--- config.mk ---
export PLATFORM = sky130hd
export DESIGN_NAME = array_sequencer_flat
export DESIGN_NICKNAME = d
export VERILOG_FILES = /design/src/rtl/array_pkg.sv /design/src/rtl/array_sequencer_if.sv /design/src/rtl/seq_addr_gen.sv /design/src/rtl/array_sequencer.sv /design/src/flat_wrapper.sv
export SDC_FILE = /design/constraint.sdc
export NUM_CORES = 1
export LEC_CHECK = 0
export CAP_MARGIN = 25
export CORE_ASPECT_RATIO = 0.9
export CORE_MARGIN = 1
export CORE_UTILIZATION = 45
export CTS_BUF_LIST = sky130_fd_sc_hd__clkbuf_4
export DETAILED_ROUTE_END_ITERATION = 7
export GPL_TIMING_DRIVEN = 0
export PLACE_DENSITY = 0.69
export SLEW_MARGIN = 20
export SYNTH_ARGS = -nofsm -noshare
export SYNTH_HDL_FRONTEND = slang
export SYNTH_HIERARCHICAL = 1
export SYNTH_SLANG_ARGS = --single-unit
--- constraint.sdc ---
create_clock -name clk -period 10.2 [get_ports clk]
set_input_delay 2.04 -clock clk [delete_from_list [all_inputs] [get_ports clk]]
set_output_delay 2.04 -clock clk [all_outputs]
set_load 0.05 [all_outputs]
--- src/rtl/array_pkg.sv ---
// Shared definitions for the bit-serial array sequencer: opcodes, instruction
// field positions, FSM state encoding and opcode classification helpers.
package array_pkg;

  localparam int unsigned INSTR_W = 32;
  localparam int unsigned OPC_W   = 6;
  localparam int unsigned FIELD_W = 5;

  localparam int unsigned OPC_LSB = 26;
  localparam int unsigned RD_LSB  = 21;
  localparam int unsigned RS1_LSB = 16;
  localparam int unsigned RS2_LSB = 11;

  localparam logic [OPC_W-1:0] OP_ADD = 6'd0;
  localparam logic [OPC_W-1:0] OP_SUB = 6'd1;
  localparam logic [OPC_W-1:0] OP_AND = 6'd4;
  localparam logic [OPC_W-1:0] OP_E   = 6'd5;
  localparam logic [OPC_W-1:0] OP_W   = 6'd6;
  localparam logic [OPC_W-1:0] OP_S   = 6'd7;
  localparam logic [OPC_W-1:0] OP_N   = 6'd8;

  typedef enum logic [1:0] {
    ST_IDLE = 2'd0,
    ST_RD   = 2'd1,
    ST_WR   = 2'd2
  } state_e;

  function automatic logic is_alu_op(input logic [OPC_W-1:0] op);
    return (op == OP_ADD) || (op == OP_SUB) || (op == OP_AND);
  endfunction

  function automatic logic is_shift_op(input logic [OPC_W-1:0] op);
    return (op == OP_E) || (op == OP_W) || (op == OP_S) || (op == OP_N);
  endfunction

  // One-hot {north,south,west,east}; zero for non-shift opcodes.
  function automatic logic [3:0] dir_of(input logic [OPC_W-1:0] op);
    case (op)
      OP_E:    return 4'b0001;
      OP_W:    return 4'b0010;
      OP_S:    return 4'b0100;
      OP_N:    return 4'b1000;
      default: return 4'b0000;
    endcase
  endfunction

endpackage

--- src/rtl/array_sequencer_if.sv ---
// Instruction handshake plus PE-array / bit-plane RAM control bundle.
interface array_sequencer_if
  import array_pkg::*;
#(
  parameter int unsigned ADDR_W = 10
) ();

  logic               start;
  logic [INSTR_W-1:0] instruction;
  logic               busy;
  logic               done;
  logic               err;
  logic [3:0]         alu_op;
  logic               alu_clr;
  logic [3:0]         dir;
  logic [ADDR_W-1:0]  addra;
  logic [ADDR_W-1:0]  addrb;
  logic               wea;
  logic               web;

  modport master (
    output start, instruction,
    input  busy, done, err, alu_op, alu_clr, dir, addra, addrb, wea, web
  );

  modport slave (
    input  start, instruction,
    output busy, done, err, alu_op, alu_clr, dir, addra, addrb, wea, web
  );

endinterface

--- src/rtl/seq_addr_gen.sv ---
// Register base addresses (field*LENGTH, truncated to ADDR_W) and instruction
// legality check for the sequencer.
module seq_addr_gen
  import array_pkg::*;
#(
  parameter int unsigned LENGTH   = 32,
  parameter int unsigned NUM_REGS = 32,
  parameter int unsigned ADDR_W   = 10
) (
  input  logic [OPC_W-1:0]   opcode,
  input  logic [FIELD_W-1:0] rd,
  input  logic [FIELD_W-1:0] rs1,
  input  logic [FIELD_W-1:0] rs2,
  output logic [ADDR_W-1:0]  rd_base_c,
  output logic [ADDR_W-1:0]  rs1_base_c,
  output logic [ADDR_W-1:0]  rs2_base_c,
  output logic               legal_c
);

  localparam int unsigned BASE_W = ADDR_W + 1;
  localparam int unsigned CMP_W  = FIELD_W + 1;

  function automatic logic [ADDR_W-1:0] base_of(input logic [FIELD_W-1:0] f);
    logic [BASE_W-1:0] prod;
    prod = BASE_W'(f) * BASE_W'(LENGTH);
    return prod[ADDR_W-1:0];
  endfunction

  function automatic logic in_range(input logic [FIELD_W-1:0] f);
    return {1'b0, f} < CMP_W'(NUM_REGS);
  endfunction

  assign rd_base_c  = base_of(rd);
  assign rs1_base_c = base_of(rs1);
  assign rs2_base_c = base_of(rs2);

  // Shift ops never read rs2, so its value is not allowed to reject them.
  assign legal_c = (is_alu_op(opcode) && in_range(rd) && in_range(rs1) && in_range(rs2)) ||
                   (is_shift_op(opcode) && in_range(rd) && in_range(rs1));

endmodule

--- src/rtl/array_sequencer.sv ---
// Bit-serial instruction sequencer: steps RD/WR cycles over every row of a
// register, driving bit-plane RAM ports, PE opcode and neighbour strobes.
module array_sequencer
  import array_pkg::*;
#(
  parameter int unsigned LENGTH   = 32,
  parameter int unsigned NUM_REGS = 32,
  parameter int unsigned ADDR_W   = 10
) (
  input  logic              clk,
  input  logic              reset,
  array_sequencer_if.slave  bus
);

  localparam int unsigned IDX_W = $clog2(LENGTH);
  localparam logic [IDX_W-1:0] IDX_LAST_ALU = IDX_W'(LENGTH - 1);
  localparam logic [IDX_W-1:0] IDX_LAST_SH  = IDX_W'(LENGTH - 2);

  state_e             state_q, state_d;
  logic [IDX_W-1:0]   idx_q, idx_d;
  logic [INSTR_W-1:0] instr_q, instr_d;

  logic               busy_q, busy_d;
  logic               done_q, done_d;
  logic               err_q, err_d;
  logic [3:0]         alu_op_q, alu_op_d;
  logic               alu_clr_q, alu_clr_d;
  logic [3:0]         dir_q, dir_d;
  logic [ADDR_W-1:0]  addra_q, addra_d;
  logic [ADDR_W-1:0]  addrb_q, addrb_d;
  logic               wea_q, wea_d;
  logic               web_q, web_d;

  logic [INSTR_W-1:0] cur_instr_c;
  logic [OPC_W-1:0]   opc_c;
  logic [ADDR_W-1:0]  rd_base_c, rs1_base_c, rs2_base_c;
  logic               legal_c, shift_c, last_c;
  logic               accept_c, reject_c, finish_c;
  logic               unused_instr_c;

  // While idle, decode the incoming word; once busy, only the latched copy.
  assign cur_instr_c    = (state_q == ST_IDLE) ? bus.instruction : instr_q;
  assign opc_c          = cur_instr_c[OPC_LSB +: OPC_W];
  assign shift_c        = is_shift_op(opc_c);
  assign last_c         = shift_c ? (idx_q == IDX_LAST_SH) : (idx_q == IDX_LAST_ALU);
  assign unused_instr_c = ^cur_instr_c[RS2_LSB-1:0];

  seq_addr_gen #(
    .LENGTH   (LENGTH),
    .NUM_REGS (NUM_REGS),
    .ADDR_W   (ADDR_W)
  ) u_addr_gen (
    .opcode     (opc_c),
    .rd         (cur_instr_c[RD_LSB  +: FIELD_W]),
    .rs1        (cur_instr_c[RS1_LSB +: FIELD_W]),
    .rs2        (cur_instr_c[RS2_LSB +: FIELD_W]),
    .rd_base_c  (rd_base_c),
    .rs1_base_c (rs1_base_c),
    .rs2_base_c (rs2_base_c),
    .legal_c    (legal_c)
  );

  // State, index and output registers.
  always_ff @(posedge clk) begin
    if (!reset) begin
      state_q   <= ST_IDLE;
      idx_q     <= '0;
      instr_q   <= '0;
      busy_q    <= 1'b0;
      done_q    <= 1'b0;
      err_q     <= 1'b0;
      alu_op_q  <= '0;
      alu_clr_q <= 1'b0;
      dir_q     <= '0;
      addra_q   <= '0;
      addrb_q   <= '0;
      wea_q     <= 1'b0;
      web_q     <= 1'b0;
    end else begin
      state_q   <= state_d;
      idx_q     <= idx_d;
      instr_q   <= instr_d;
      busy_q    <= busy_d;
      done_q    <= done_d;
      err_q     <= err_d;
      alu_op_q  <= alu_op_d;
      alu_clr_q <= alu_clr_d;
      dir_q     <= dir_d;
      addra_q   <= addra_d;
      addrb_q   <= addrb_d;
      wea_q     <= wea_d;
      web_q     <= web_d;
    end
  end

  // Next state, bit index and instruction latch.
  always_comb begin
    state_d  = state_q;
    idx_d    = idx_q;
    instr_d  = instr_q;
    accept_c = 1'b0;
    reject_c = 1'b0;
    finish_c = 1'b0;
    case (state_q)
      ST_IDLE: begin
        if (bus.start) begin
          if (legal_c) begin
            accept_c = 1'b1;
            instr_d  = bus.instruction;
            state_d  = ST_RD;
            idx_d    = '0;
          end else begin
            reject_c = 1'b1;
          end
        end
      end
      ST_RD: state_d = ST_WR;
      ST_WR: begin
        if (last_c) begin
          finish_c = 1'b1;
          state_d  = ST_IDLE;
          idx_d    = '0;
        end else begin
          state_d = ST_RD;
          idx_d   = idx_q + (shift_c ? IDX_W'(2) : IDX_W'(1));
        end
      end
      default: state_d = ST_IDLE;
    endcase
  end

  // Outputs are computed for the upcoming state so they register in step with it.
  always_comb begin
    busy_d    = 1'b0;
    done_d    = finish_c | reject_c;
    err_d     = err_q;
    alu_op_d  = alu_op_q;
    alu_clr_d = 1'b0;
    dir_d     = '0;
    addra_d   = '0;
    addrb_d   = '0;
    wea_d     = 1'b0;
    web_d     = 1'b0;
    if (accept_c) err_d = 1'b0;
    if (reject_c) err_d = 1'b1;
    case (state_d)
      ST_RD: begin
        busy_d    = 1'b1;
        alu_op_d  = opc_c[3:0];
        alu_clr_d = accept_c;
        dir_d     = dir_of(opc_c);
        addra_d   = rs1_base_c + ADDR_W'(idx_d);
        addrb_d   = shift_c ? (rs1_base_c + ADDR_W'(idx_d) + ADDR_W'(1))
                            : (rs2_base_c + ADDR_W'(idx_d));
      end
      ST_WR: begin
        busy_d   = 1'b1;
        alu_op_d = opc_c[3:0];
        dir_d    = dir_of(opc_c);
        addra_d  = rd_base_c + ADDR_W'(idx_d);
        addrb_d  = shift_c ? (rd_base_c + ADDR_W'(idx_d) + ADDR_W'(1)) : addrb_q;
        wea_d    = 1'b1;
        web_d    = shift_c;
      end
      default: ;
    endcase
  end

  assign bus.busy    = busy_q;
  assign bus.done    = done_q;
  assign bus.err     = err_q;
  assign bus.alu_op  = alu_op_q;
  assign bus.alu_clr = alu_clr_q;
  assign bus.dir     = dir_q;
  assign bus.addra   = addra_q;
  assign bus.addrb   = addrb_q;
  assign bus.wea     = wea_q;
  assign bus.web     = web_q;

endmodule

--- src/flat_wrapper.sv ---
// flat-port wrapper written by rule: the top's interface ports become plain ports
module array_sequencer_flat import array_pkg::*;
#(
  parameter int unsigned LENGTH   = 32,
  parameter int unsigned NUM_REGS = 32,
  parameter int unsigned ADDR_W   = 10
)
  (clk, reset, bus_start, bus_instruction, bus_busy, bus_done, bus_err, bus_alu_op, bus_alu_clr, bus_dir, bus_addra, bus_addrb, bus_wea, bus_web);
  array_sequencer_if #(.ADDR_W(ADDR_W)) bus_i ();
  input  logic clk;
  input  logic reset;
  input wire logic [$bits(bus_i.start)-1:0] bus_start;
  input wire logic [$bits(bus_i.instruction)-1:0] bus_instruction;
  output wire logic [$bits(bus_i.busy)-1:0] bus_busy;
  output wire logic [$bits(bus_i.done)-1:0] bus_done;
  output wire logic [$bits(bus_i.err)-1:0] bus_err;
  output wire logic [$bits(bus_i.alu_op)-1:0] bus_alu_op;
  output wire logic [$bits(bus_i.alu_clr)-1:0] bus_alu_clr;
  output wire logic [$bits(bus_i.dir)-1:0] bus_dir;
  output wire logic [$bits(bus_i.addra)-1:0] bus_addra;
  output wire logic [$bits(bus_i.addrb)-1:0] bus_addrb;
  output wire logic [$bits(bus_i.wea)-1:0] bus_wea;
  output wire logic [$bits(bus_i.web)-1:0] bus_web;
  assign bus_i.start = bus_start;
  assign bus_i.instruction = bus_instruction;
  assign bus_busy = bus_i.busy;
  assign bus_done = bus_i.done;
  assign bus_err = bus_i.err;
  assign bus_alu_op = bus_i.alu_op;
  assign bus_alu_clr = bus_i.alu_clr;
  assign bus_dir = bus_i.dir;
  assign bus_addra = bus_i.addra;
  assign bus_addrb = bus_i.addrb;
  assign bus_wea = bus_i.wea;
  assign bus_web = bus_i.web;
  array_sequencer #(.LENGTH(LENGTH), .NUM_REGS(NUM_REGS), .ADDR_W(ADDR_W)) u_core (.clk(clk), .reset(reset), .bus(bus_i));
endmodule
==> flow_metrics.tcl <==
set metrics [dict create \
    die-area_mm2 0.01010 \
    r2r_cells 17 \
    clkLatencyLatePin_ns 0.41 \
    grt_pass1_vias 4019 \
    crit_required_ns 10.50 \
    cts_root_buffer "clkbuf_4" \
    fmax_ghz 0.1540 \
    min_to "u_core/instr_q[23]" \
    final_cells 739 \
    clock-sinks 61 \
    die_y_um 95.45 \
    drt_iter0_drc 178 \
    yosysTopAreaCellShare 0.2797 \
    path_cells "clkdlybuf4s50_1, nor4b_1, o21bai_1, a22o_4, inv_2, buf_2, buf_2, nand2_1, fa_1, nor3_1, o22a_1, ha_1, inv_1, xnor2_1, o2111ai_1, nor4_2, xnor2_1, a221o_1" \
    max_stage_delay_ns 0.47 \
    maxCapViolCount 0 \
    cp_num_buf_inv 5 \
    final_max_slew_viol_count 0 \
    rows 33 \
    worstMarginPinSlew_ns 0.7736 \
    hpwl_um 9249 \
    rsz0062_at_grt "false" \
    drive_above_1_share 0.1491 \
    vias_per_cell 5.645 \
    overflow 0 \
    ys_ff_latch 61 \
    post_cts_buffers 0 \
    r2r_slack_ns 5.32 \
    cts_htree_levels 3 \
    globalRouteTotalUtil 0.2452 \
    hp-class "reg2reg" \
    tns_ns 0 \
    yosys_most_used_dff "dfxtp_1" \
    hold-path-cell-count 2 \
    hold_buffers 0 \
    cts_tree "yes" \
    core_area_mm2 0.009249 \
    route.detailed.drc 0 \
    drt_first_pass_iters 5 \
    synth_top_cell_by_area "dfxtp_1" \
    die_w_um 105.8 \
    grt_max_degree 11 \
    multiInputGateArea_mm2 0.002803 \
    wl_per_cell_um 16.09 \
    setup_violations 0 \
    status "finished, final reports clean" \
    syn_avg_cell_area_um2 8.224 \
    min_from "u_core/instr_q[23]" \
    cts-resized-gates 0 \
    syn_area_mm2 0.004367 \
    synth-async-reset-ratio 0 \
    fin_nets 669 \
    synth_warnings 6 \
    ir_drop_mv 0.06728 \
    place_inst 723 \
    worst_path_max_delay_cell "clkdlybuf4s50_1" \
    rr_startpoint "u_core/state_q[1]" \
    synth_enable_flop_cells 0 \
    synth_area_leaders "dfxtp_1, nand2_1, buf_4" \
    cp-start-kind "input port" \
    antenna_left 0 \
    io_buffers 56 \
    crit_family "compound AO/OA/AOI/OAI gates" \
    vias 4172 \
    grt_pass1_wl_um 19270 \
    ios 69 \
    clock_path_buffers 2 \
    path_clk_slew_ns 0.11 \
    diodes 0 \
    antenna_found_initial 0 \
    numCtsBuffers 9 \
    power_density_mw_per_mm2 107.6 \
    worstSetupPathType "in2reg" \
    reg2reg_to "u_core/bus.addrb[7]" \
    n_fill_cell 864 \
    cp.arrival_ns 6.79 \
    critPathMaxFanout 10 \
    p_leak_nw 2.033 \
    layout_common_cells "nand2_1, dfxtp_1, clkdlybuf4s50_1, a21oi_1, nor2_1" \
    routed_wl_um 11890 \
    seqCellArea_mm2 0.001221 \
    synth.distinct_cells 75 \
    initial_core_util 0.4721 \
    period_minus_slack_ns 6.494 \
    period_share 0.6366 \
    finalHoldViolations 0 \
    synthCells 531 \
    ys_seq_area_frac 0.2797 \
    end_kind "register" \
    gp_congestion 0.8614 \
    clock_skew_ns 0.01698 \
    relSlewSlack 0.4799 \
    syn_to_final_growth_pct 20.60 \
]
## stage by stage
step	util	hold WS (ns)	instance area, um2	worst slack (ns)	total power, mW
after floorplan	-	0.4338	4419	4.670	0.3558
after global placement	0.5549	0.4396	5132	3.382	0.3949
after detailed placement	0.5549	0.4476	5132	3.362	0.3974
after CTS	0.5694	0.4624	5266	3.791	0.5692
after global routing	0.5694	0.4788	5266	3.351	0.5927
final	0.5694	0.4595	5266	3.706	0.5668
## power breakdown
group	internal (mW)	switching (mW)	leakage [nW]	total (mW)
Sequential	0.246	0.00478	0.494	0.251
Clock	0.0788	0.0941	0.0743	0.173
Combinational	0.0603	0.0826	1.46	0.143
## per-layer routing
layer | vias up | GRT usage | part of all wire
met5 | - | 0 | 0
met4 | 0 | 0.1053 | 0.026
met3 | 26 | 0.04101 | 0.045
met2 | 127 | 0.4129 | 0.47
met1 | 1997 | 0.3116 | 0.46
li1 | 2022 | - | -
## worst max-delay path by stage
stage               slack, ns             endpoint  depth (start not counted)           startpoint
CTS                      3.79  u_core/bus.addrb[9]                         18  bus_instruction[29]
floorplan                4.67  u_core/bus.addrb[9]                         17  bus_instruction[29]
global route             3.35  u_core/bus.addrb[9]                         18  bus_instruction[29]
global placement         3.38  u_core/bus.addrb[9]                         18  bus_instruction[29]
finish                   3.71  u_core/bus.addrb[9]                         18  bus_instruction[29]
detailed placement       3.36  u_core/bus.addrb[9]                         18  bus_instruction[29]
## sequential cells by signal (all words and copies together), names as in the netlist
| signal | cells |
|---|---|
| u_core/instr_q | 21 |
| u_core/bus.addra | 10 |
| u_core/bus.addrb | 10 |
| u_core/idx_q | 5 |
| u_core/bus.alu_op | 4 |
| u_core/bus.dir | 4 |
| u_core/state_q | 2 |
| u_core/bus.alu_clr | 1 |
| u_core/bus.busy | 1 |
| u_core/bus.done | 1 |
| u_core/bus.err | 1 |
| u_core/bus.web | 1 |
## cells by family (layout without fill, tap and decap cells)
| family | Yosys count | after routing | synth area share |
|---|---|---|---|
| flip-flops | 61 | 61 | 0.2797 |
| AO/OA/AOI/OAI | 139 | 139 | 0.2212 |
| multiplexers | 23 | 23 | 0.05817 |
| adder cells (fa/ha/maj) | 22 | 22 | 0.06992 |
| other | 1 | 15 | 0.0008588 |
| buffers and inverters | 72 | 144 | 0.09054 |
| XOR/XNOR | 34 | 34 | 0.07421 |
| AND/OR/NAND/NOR | 179 | 179 | 0.2054 |
## cell type report
type | instances | area share
Multi-Input combinational cell | 412 | 0.5322
Sequential cell | 61 | 0.2319
Timing Repair Buffer | 56 | 0.1064
Buffer | 53 | 0.06153
Tap cell | 122 | 0.02899
Clock buffer | 11 | 0.01568
Inverter | 19 | 0.01354
Clock inverter | 5 | 0.009741
## worst reg2reg max path: stages, from the launching register on
cell and delay [ns]:
dfxtp_1 0.33, buf_2 0.19, nor2_8 0.21, buf_1 0.49, mux2_2 0.42, nor4b_2 0.35, and3_1 0.20, clkbuf_1 0.33
nor2_2 0.15, a21o_1 0.20, a22o_1 0.32, ha_1 0.37, xnor2_1 0.21, and3_1 0.24, and3_1 0.21, and4_1 0.20
o32ai_1 0.25, a22o_1 0.16
## synth_stat cells, drive strengths merged, types with 8 or more instances
master	instances
dfxtp	61
nand2	61
a21oi	44
nor2	43
buf	39
o21ai	24
xnor2	21
inv	19
mux2	19
ha	18
clkbuf	14
nor3	13
xor2	13
a22oi	10
and3	10
nand3	9
o211ai	8
(Power assumes the default switching activity.)
